$ cat config.mk
export PLATFORM = sky130hd
export DESIGN_NAME = adc_spi_sampler
export DESIGN_NICKNAME = d
export VERILOG_FILES = /design/src/rtl/adc_spi_sampler.sv
export SDC_FILE = /design/constraint.sdc
export NUM_CORES = 1
export LEC_CHECK = 0
export CORE_MARGIN = 1.5
export CORE_UTILIZATION = 40
export DETAILED_ROUTE_END_ITERATION = 8
export MAX_ROUTING_LAYER = met4
export PLACE_DENSITY = 0.76
export REMOVE_ABC_BUFFERS = 1
export SYNTH_ARGS = -nofsm -noshare
export SYNTH_HDL_FRONTEND = slang
export SYNTH_SLANG_ARGS = --single-unit
$ cat constraint.sdc
create_clock -name clk_in -period 1.6 [get_ports clk_in]
set_input_delay 0.32 -clock clk_in [delete_from_list [all_inputs] [get_ports clk_in]]
set_output_delay 0.32 -clock clk_in [all_outputs]
set_load 0.02 [all_outputs]
$ cat src/rtl/adc_spi_sampler.sv
// One SPI mode-0 read of the front-end ADC per rising edge of the 512 kHz sample strobe.
// The strobe is edge-detected in the clk_in domain; ticks while a transfer is in flight raise overrun.
module adc_spi_sampler #(
    parameter int DATA_W    = 16,
    parameter int SCLK_HALF = 2,
    parameter int CS_SETUP  = 2,
    parameter int CS_HOLD   = 2
) (
    input  logic              clk_in,
    input  logic              rst,
    input  logic              clk_512k,
    input  logic              en,
    input  logic              spi_miso,
    output logic              spi_sclk,
    output logic              spi_cs_n,
    output logic [DATA_W-1:0] data_out,
    output logic              data_valid,
    output logic              busy,
    output logic              overrun
);

    localparam int PH_MAX0 = (SCLK_HALF > CS_SETUP) ? SCLK_HALF : CS_SETUP;
    localparam int PH_MAX  = (PH_MAX0 > CS_HOLD) ? PH_MAX0 : CS_HOLD;
    localparam int PH_W    = (PH_MAX > 1) ? $clog2(PH_MAX) : 1;
    localparam int BIT_W   = $clog2(DATA_W + 1);

    localparam logic [PH_W-1:0]  SETUP_LAST = PH_W'(CS_SETUP - 1);
    localparam logic [PH_W-1:0]  HALF_LAST  = PH_W'(SCLK_HALF - 1);
    localparam logic [PH_W-1:0]  HOLD_LAST  = PH_W'(CS_HOLD - 1);
    localparam logic [BIT_W-1:0] BIT_LAST   = BIT_W'(DATA_W - 1);

    localparam logic [2:0] S_IDLE  = 3'd0;
    localparam logic [2:0] S_SETUP = 3'd1;
    localparam logic [2:0] S_SHIFT = 3'd2;
    localparam logic [2:0] S_HOLD  = 3'd3;
    localparam logic [2:0] S_DONE  = 3'd4;

    logic [2:0]        r_state;
    logic [PH_W-1:0]   r_phase;
    logic [BIT_W-1:0]  r_bit;
    logic [DATA_W-1:0] r_shift;
    logic [DATA_W-1:0] r_data_out;
    logic              r_prev;
    logic              r_sclk;
    logic              r_cs_n;
    logic              r_data_valid;
    logic              r_overrun;
    logic              w_tick;
    logic              w_idle;

    assign w_tick = clk_512k & ~r_prev;
    assign w_idle = (r_state == S_IDLE);

    always_ff @(posedge clk_in) begin
        if (rst) begin
            r_state      <= S_IDLE;
            r_phase      <= '0;
            r_bit        <= '0;
            r_shift      <= '0;
            r_data_out   <= '0;
            r_prev       <= 1'b1;
            r_sclk       <= 1'b0;
            r_cs_n       <= 1'b1;
            r_data_valid <= 1'b0;
            r_overrun    <= 1'b0;
        end else begin
            r_prev       <= clk_512k;
            r_data_valid <= 1'b0;
            // Overrun is reported only; the transfer in flight is never restarted or stretched.
            r_overrun    <= w_tick & en & ~w_idle;
            case (r_state)
                S_IDLE: begin
                    r_sclk <= 1'b0;
                    if (w_tick && en) begin
                        r_state <= S_SETUP;
                        r_cs_n  <= 1'b0;
                        r_phase <= '0;
                        r_bit   <= '0;
                    end
                end
                S_SETUP: begin
                    if (r_phase == SETUP_LAST) begin
                        r_state <= S_SHIFT;
                        r_phase <= '0;
                        r_bit   <= '0;
                    end else begin
                        r_phase <= r_phase + 1'b1;
                    end
                end
                S_SHIFT: begin
                    if (r_phase == HALF_LAST) begin
                        r_phase <= '0;
                        if (!r_sclk) begin
                            // Sample on the edge that raises SCLK: the ADC launched this bit on the prior fall.
                            r_sclk  <= 1'b1;
                            r_shift <= {r_shift[DATA_W-2:0], spi_miso};
                        end else begin
                            r_sclk <= 1'b0;
                            if (r_bit == BIT_LAST) begin
                                r_state <= S_HOLD;
                                r_bit   <= '0;
                            end else begin
                                r_bit <= r_bit + 1'b1;
                            end
                        end
                    end else begin
                        r_phase <= r_phase + 1'b1;
                    end
                end
                S_HOLD: begin
                    if (r_phase == HOLD_LAST) begin
                        r_state      <= S_DONE;
                        r_phase      <= '0;
                        r_bit        <= '0;
                        r_cs_n       <= 1'b1;
                        r_data_out   <= r_shift;
                        r_data_valid <= 1'b1;
                    end else begin
                        r_phase <= r_phase + 1'b1;
                    end
                end
                S_DONE: begin
                    r_state <= S_IDLE;
                    r_phase <= '0;
                    r_bit   <= '0;
                end
                default: begin
                    r_state <= S_IDLE;
                    r_phase <= '0;
                    r_bit   <= '0;
                    r_sclk  <= 1'b0;
                    r_cs_n  <= 1'b1;
                end
            endcase
        end
    end

    assign spi_sclk   = r_sclk;
    assign spi_cs_n   = r_cs_n;
    assign data_out   = r_data_out;
    assign data_valid = r_data_valid;
    assign busy       = ~w_idle;
    assign overrun    = r_overrun;

endmodule

### Word-level counts from Yosys, hierarchy flattened

Cells that the tools add are included.

| operators by class | value |
|---|---|
| add/subtract/negate cells | 2 |
| equality and inequality tests | 12 |
| muxes and demuxes | 22 |
| bitwise operators | 9 |
| reduce and logical (&&, ||, !) cells | 13 |

Operators by type and width:

| operator | number |
|---|---|
| 2-to-1 mux 5 bit | 5 |
| 2-to-1 mux 3 bit | 6 |
| one-hot mux 5 bit (3 select lines) | 1 |
| one-hot mux 3 bit (4 select lines) | 1 |
| inequality test 2 bit, second input constant | 5 |
| OR reduction 3 bit | 3 |
| == test 3 x 2 -> 1 bit, second input constant | 2 |
| 2-to-1 mux 1 bit | 6 |
| NOT 1 bit | 6 |
| AND reduction 3 bit | 2 |
| AND reduction 6 bit | 1 |
| adder 5 x 1 -> 5 bit, second input constant | 1 |
| == test 5 x 4 -> 1 bit, second input constant | 1 |
| inequality test 2 x 1 -> 1 bit, second input constant | 2 |
| one-hot mux 1 bit (2 select lines) | 2 |
| AND reduction 2 bit | 2 |
| AND reduction 4 bit | 1 |
| OR reduction 2 bit | 2 |
| bitwise AND 1 bit | 3 |
| == test 3 x 1 -> 1 bit, second input constant | 1 |
| == test 3 bit, second input constant | 1 |
| logical NOT 3 bit | 1 |
| one-hot mux 1 bit (3 select lines) | 1 |
| adder 1 bit, second input constant | 1 |
| logical AND 1 bit | 1 |

| storage, ports and cells | value |
|---|---|
| register bits | 46 |
| word-level logic and storage cells | 68 |

### Depth between registers and ports, before layout

Gate-level depths: netlist (run 1).

| depth | value |
|---|---|
| word-level depth | 5 |
| depth in mapped cells | 7 |
| gate-level depth less buffers | 5 |

### Least setup slack after synthesis (run 1)

OpenSTA, ideal clock, no wires.

| path | value |
|---|---|
| kind | reg-to-reg |
| from | register r_state[2] |
| to | register r_shift[10] |
| library setup time | 132 ps |
| arrival time | 1538 ps |
| required time | 1468 ps |
| setup slack | -70 ps |
| stages on the path, launching flop included | 8 |
| path buffers | 3 |
| period minus slack after synthesis | 1670 ps |
| path through | dfxtp_1 -> or3b_1 -> buf_2 -> or3_1 -> buf_2 -> buf_6 -> nand2_1 -> a21oi_1 |

| between the ends | value |
|---|---|
| longest elaborated chain between the ends | 2 |

RTL lines:

| element | line | RTL |
|---|---|---|
| start, declared | 38 | `logic [2:0] r_state;` |
| start signal, assigned | 56 | `r_state <= S_IDLE;` |
| start signal, assigned | 75 | `r_state <= S_SETUP;` |
| start signal, assigned | 83 | `r_state <= S_SHIFT;` |
| == test 3 x 2 -> 1 bit | 71 | `case (r_state)` |
| AND reduction 3 bit (no line) | n/a |  |
| end signal, assigned | 96 | `r_shift <= {r_shift[DATA_W-2:0], spi_miso};` |
| end, declared | 41 | `logic [DATA_W-1:0] r_shift;` |

Every way passes these cells.
A chain may end at the register's enable or synchronous reset.

### Worst setup path after layout (run 1)

| path | value |
|---|---|
| from | input clk_512k |
| to | register r_state[0] |

| between the ends | value |
|---|---|
| longest elaborated chain between the ends | 4 |

RTL lines:

| element | line | RTL |
|---|---|---|
| start, declared | 11 | `input logic clk_512k,` |
| bitwise AND 1 bit | 51 | `assign w_tick = clk_512k & ~r_prev;` |
| logical AND 1 bit | 74 | `if (w_tick && en) begin` |
| inequality test 2 x 1 -> 1 bit (no line) | n/a |  |
| AND reduction 6 bit (no line) | n/a |  |

Every way passes these cells.

==> out/results.ini, run 1 <==
[worst_setup_path]
ff2ff_path_depth = 6
critPathKind = input port to flip-flop
r2r-end = r_state[0]
rrSetupSlack_ns = 0.04
startpoint = clk_512k
crit_fanout = 2
worstPathArrival_ns = 1.83
start_kind = input port
required_ns = 1.84
cp-end-kind = flip-flop
crit-reg2reg-launch = r_bit[1]

[layout]
mostFrequentLayoutCells = nand2_1 (69), dfxtp_1 (42), a21oi_1 (40), buf_4 (19), clkdlybuf4s50_1 (15)
diodes = 0
final_nets = 268
fillers = 418
final_common_cell = nand2_1
area.sequential_um2 = 926
drive_gt1_frac = 0.171
multi_input_area_um2 = 790
stdcell_count = 315
area_delta_synth_final_pct = 33.8

[clock_tree]
htreeDepth = 2
clock_latency_ns = 0.30
cts_buffers = 5
cts_sinks = 46
clockBufferDepth = 2
cts_root_buffer = clkbuf_8
tritoncts = built
cts.clk_slew.worst_paths_ns = 0.08

[floorplanning]
die_h_um = 69.7
die_w_um = 69.7
dieArea_mm2 = 0.00486
io_pins = 26
core.rowCount = 24
fp.coreArea_mm2 = 0.00432
initial_utilization = 0.411

[place]
io_buffers = 25
post-place-ws_ns = -0.289
place.gp.congestion = 0.804
hpwl_um = 2490
numPlacedInstances = 307

[timing]
fin_hold_ws_ns = 0.453
drv_slew = 0
min_period_ns = 1.59
final_hold_viol_count = 0
max_freq_mhz = 629
worst_pin_slew_ns = 0.235
fin_setup_tns_ns = 0
finClkSkew_ns = 0.00164
min_period_over_period = 0.994
maxSlewHeadroom = 0.841
rsz0062_at_grt = yes
setup_ws_ns = 0.00924
setup_violations = 0

[yosys]
synthArstFlopShare = 0
synth-edff-count = 0
yosysSeqAreaShare = 0.518
synth_ff_type = dfxtp_1
yosys_warnings = 0
ys_types = 32
yosysTopAreaCellShare = 0.518
synth_area_mm2 = 0.00178
ys_ff_latch = 46
avgSynthCellArea_um2 = 8.01
yosysTopAreaCell = dfxtp_1
yosys-top-cells-area = dfxtp_1 (52%), nand2_1 (15%), a21oi_1 (12%)
synthCells = 222

[drt]
wl_per_cell_um = 11.7
via_per_inst = 5.11
drt_iter0_markers = 102
drc = 0
routed_wl_um = 3690
drtAntennaViolNets = 0
dr.pass1.iters = 4
vias = 1611

[global_routing]
grt_pass1_vias = 1475
overflow = 0
grt_first_pass_wirelength_um = 6360
grt_max_degree = 26
antenna_found_initial = 0
grt_usage = 0.163

[min_path]
min_delay_path_depth = 2
hp-class = flip-flop to flip-flop
whs_endpoint = data_out[6]
min_from = data_out[6]

[pwr]
ir_drop_mv = 0.463
p_leak_nw = 0.937
p_per_area_mw_per_mm2 = 827

[outcome]
status = finished, final reports clean

[job]
cap_violations = 0

==> layout make-up <==
class,count,area share
clock buffer,6,0.0347
tap,52,0.0273
clock inverter,2,0.00526
sequential,46,0.389
timing repair buffer,48,0.201
multi-input combinational,154,0.332
inverter,7,0.0110
==> how the worst max path moves through the flow <==
stage | cells past startpoint | slack (ns) | end
6_report | 5 | 0.009 | r_state[0]
4_1_cts | 1 | 0.0001 | spi_cs_n
5_1_grt | 5 | -0.04 | r_state[0]
3_5_place_dp | 5 | -0.29 | r_state[0]
3_3_place_gp | 5 | -0.25 | r_state[0]
2_1_floorplan | 4 | -0.15 | r_shift[0]
==> report_power, final <==
| part | internal [mW] | switching (mW) |
|---|---|---|
| sequential | 1.15 | 0.00453 |
| clock | 0.347 | 0.390 |
| combinational | 0.0346 | 0.0422 |
==> layer usage <==
layer / track usage / up-vias / share of wire
met3: 0.0436 / 5 / 0.040
met5: - / - / 0
li1: - / 829 / -
met2: 0.272 / 30 / 0.50
met4: 0.0449 / 0 / 0.010
met1: 0.194 / 747 / 0.45
==> Yosys cell counts, types with 2 or more instances <==
cell / count
o32a_1: 2
or3_1: 2
and3_1: 3
nor3b_1: 2
nand3_1: 5
a21oi_1: 41
clkbuf_1: 11
nor2_1: 4
nor3_1: 2
o22ai_1: 3
o211ai_1: 3
o21ai_0: 3
nor4_1: 2
nand2_1: 69
inv_1: 6
buf_2: 3
dfxtp_1: 46
==> worst max-delay path, stage by stage <==
cell and delay, ns:
clkdlybuf4s50_1 0.47, nand3b_1 0.10, o32a_1 0.32, or4_4 0.49
a21oi_2 0.14
==> per-stage QoR <==
step                cell area (µm²)  power [mW]   util
finish                         2380        1.97  0.550
global route                   2380        2.05  0.550
CTS                            2330        1.98  0.538
detailed placement             2240        1.25  0.517
global placement               2240        1.25  0.517
floorplan                      1710        1.20      -
==> cells by family after synthesis <==
kind of cell,after synthesis,share of synthesized area
and+or+nand+nor,97,0.247
buffers and inverters,22,0.0527
DFF,46,0.518
AOI/OAI and AO/OA,55,0.171
xor gates and xnor gates,1,0.00492
adders and majority gates,1,0.00703
==> timing repair <==
item                       4_1_cts  5_1_grt
gates resized for setup          6       18
hold buffers                     0        0
setup endpoints to repair        4       27
setup buffers                    0        0
==> state kept, by name, indices dropped and copies added (netlist names) <==
| register | count |
|---|---|
| data_out | 16 |
| r_shift | 16 |
| r_bit | 5 |
| r_state | 3 |
| data_valid | 1 |
| overrun | 1 |
| r_phase | 1 |
| r_prev | 1 |
| spi_cs_n | 1 |
| spi_sclk | 1 |
(Power assumes the default switching activity.)
==> run 2, diff against run 1 <==
- TNS_END_PERCENT: not set -> 10
==> run 2 against run 1 <==
  * Cell count stayed put
  * Worst setup slack improved by 0.0039 ns
  * Wire length decreased by 1.8%
  * Global-route usage did not move
  * Design area decreased by 0.32%
  * Non-clock buffer count stayed put
  * Via count shrank 1.6%
  * Flip-flop and latch count unchanged
  * Combinational power fell by 2%
  * Fmax grew 0.25%
  * Register-to-register slack about the same
  * Core utilization fell by 0.17 points
==> out/results.ini, run 2 (same netlist as run 1, synthesis figures left out) <==
[outcome]
status = finished, final reports clean

[drt]
drtAntennaViolNets = 0  ; unchanged
vias = 1586  ; -1.6%
dr.pass1.iters = 4  ; unchanged
drc = 0  ; unchanged
via_per_inst = 5.03  ; -1.6%
drt_iter0_markers = 91  ; -11%
routed_wl_um = 3620  ; -1.8%
wl_per_cell_um = 11.5  ; -1.8%

[floorplanning]
die_h_um = 69.7  ; unchanged
io_pins = 26  ; unchanged
initial_utilization = 0.411  ; unchanged
core.rowCount = 24  ; unchanged
die_w_um = 69.7  ; unchanged
dieArea_mm2 = 0.00486  ; unchanged
fp.coreArea_mm2 = 0.00432  ; unchanged

[layout]
area_delta_synth_final_pct = 33.3
finalCoreUtilization = 0.549  ; -0.00174
drive_gt1_frac = 0.167  ; -0.00380
stdcell_count = 315  ; unchanged
final_common_cell = nand2_1
mostFrequentLayoutCells = nand2_1 (69), dfxtp_1 (42), a21oi_1 (40), buf_4 (19), clkdlybuf4s50_1 (15)
diodes = 0  ; unchanged
final_nets = 268  ; unchanged
finalInstanceArea_mm2 = 0.00237  ; -0.32%

[worst_setup_path]
worstPathArrival_ns = 1.83  ; about the same
required_ns = 1.84  ; about the same
start_kind = input port
crit_fanout = 2  ; unchanged
critPathKind = input port to flip-flop
cp-end-kind = flip-flop

[clock_tree]
hold_buffers = 0  ; unchanged
cts.clk_slew.worst_paths_ns = 0.08  ; about the same
ctsResizeCount = 6  ; unchanged
cts_buffers = 5  ; unchanged
cts_sinks = 46  ; unchanged
cts_root_buffer = clkbuf_8
clock_latency_ns = 0.30  ; about the same
clockBufferDepth = 2  ; unchanged
cts_setup_buffers = 0  ; unchanged
htreeDepth = 2  ; unchanged
tritoncts = built

[timing]
rsz0062_at_grt = yes
finClkSkew_ns = 0.00197  ; +0.000328 ns
max_freq_mhz = 630  ; +0.25%
setup_violations = 0  ; unchanged
final_hold_viol_count = 0  ; unchanged
worst_pin_slew_ns = 0.234  ; -0.000566 ns
setup_ws_ns = 0.0132  ; +0.00391 ns
maxSlewHeadroom = 0.842  ; about the same
fin_setup_tns_ns = 0  ; unchanged
min_period_over_period = 0.992  ; -0.00245
drv_slew = 0  ; unchanged
min_period_ns = 1.59  ; -0.00391 ns

[place]
place.gp.congestion = 0.804  ; unchanged
placed_area_mm2 = 0.00224  ; unchanged
io_buffers = 25  ; unchanged
hpwl_um = 2490  ; unchanged
post-place-ws_ns = -0.289  ; unchanged
numPlacedInstances = 307  ; unchanged

[global_routing]
grt_max_degree = 26  ; unchanged
overflow = 0  ; unchanged
grt_first_pass_wirelength_um = 6360  ; unchanged
grt_pass1_vias = 1475  ; unchanged
antenna_found_initial = 0  ; unchanged
grt_usage = 0.163  ; unchanged

[pwr]
ir_drop_mv = 0.462  ; -0.24%
p_leak_nw = 0.934  ; -0.30%
p_per_area_mw_per_mm2 = 828  ; +0.16%

[job]
cap_violations = 0  ; unchanged

[min_path]
hp-class = flip-flop to flip-flop

## run 2: cell count changes in the layout (fill, tap and decap cells not counted)
| cell | previous run | this run |
|---|---|---|
| o32ai_2 | 1 | 0 |
| o32ai_1 | 0 | 1 |
## run 2: worst paths after layout
| path | start | to | slack, ns | cells past startpoint |
|---|---|---|---|---|
| hold reg to reg | data_out[6] | data_out[6] | 0.45 | 2 |
| setup reg to reg | r_bit[1] | r_state[0] | 0.04 | 6 |
| setup / recovery | clk_512k | r_state[0] | 0.01 | 5 |
| hold / removal | data_out[6] | data_out[6] | 0.45 | 2 |
## run 2: metrics by stage
stage	power, mW	hold WS [ns]
3_3_place_gp	1.25	0.442
6_report	1.96	0.453
3_5_place_dp	1.25	0.446
4_1_cts	1.98	0.458
2_1_floorplan	1.20	0.389
5_1_grt	2.05	0.474
## run 2: worst max-delay path, cell delays in order
cell,delay (ns)
clkdlybuf4s50_1,0.47
nand3b_1,0.10
o32a_1,0.31
or4_4,0.49
a21oi_2,0.14
## run 2: cell type report
cell class | count | area (µm²)
clock buffers | 6 | 82.6
repair buffers | 48 | 478
flip-flops and latches | 46 | 926
multi-input cells | 154 | 782
well taps | 52 | 65.1
fillers | 417 | 1950
clock inverters | 2 | 12.5
inverters | 7 | 26.3
## run 2: routing by layer
metal  global-route usage  vias to the layer above  wire length (µm)
met5                    -                        -                 0
met3               0.0436                        5               143
met1                0.194                      718              1710
li1                     -                      828                 -
met2                0.272                       35              1730
met4               0.0449                        0                38
## run 2: report_power, final
group	switching [mW]	internal, mW	leakage, nW	total [mW]
logic	0.0415	0.0339	0.514	0.0754
registers	0.00453	1.15	0.373	1.15
clock network	0.389	0.347	0.0472	0.736
total	0.435	1.53	0.934	1.96
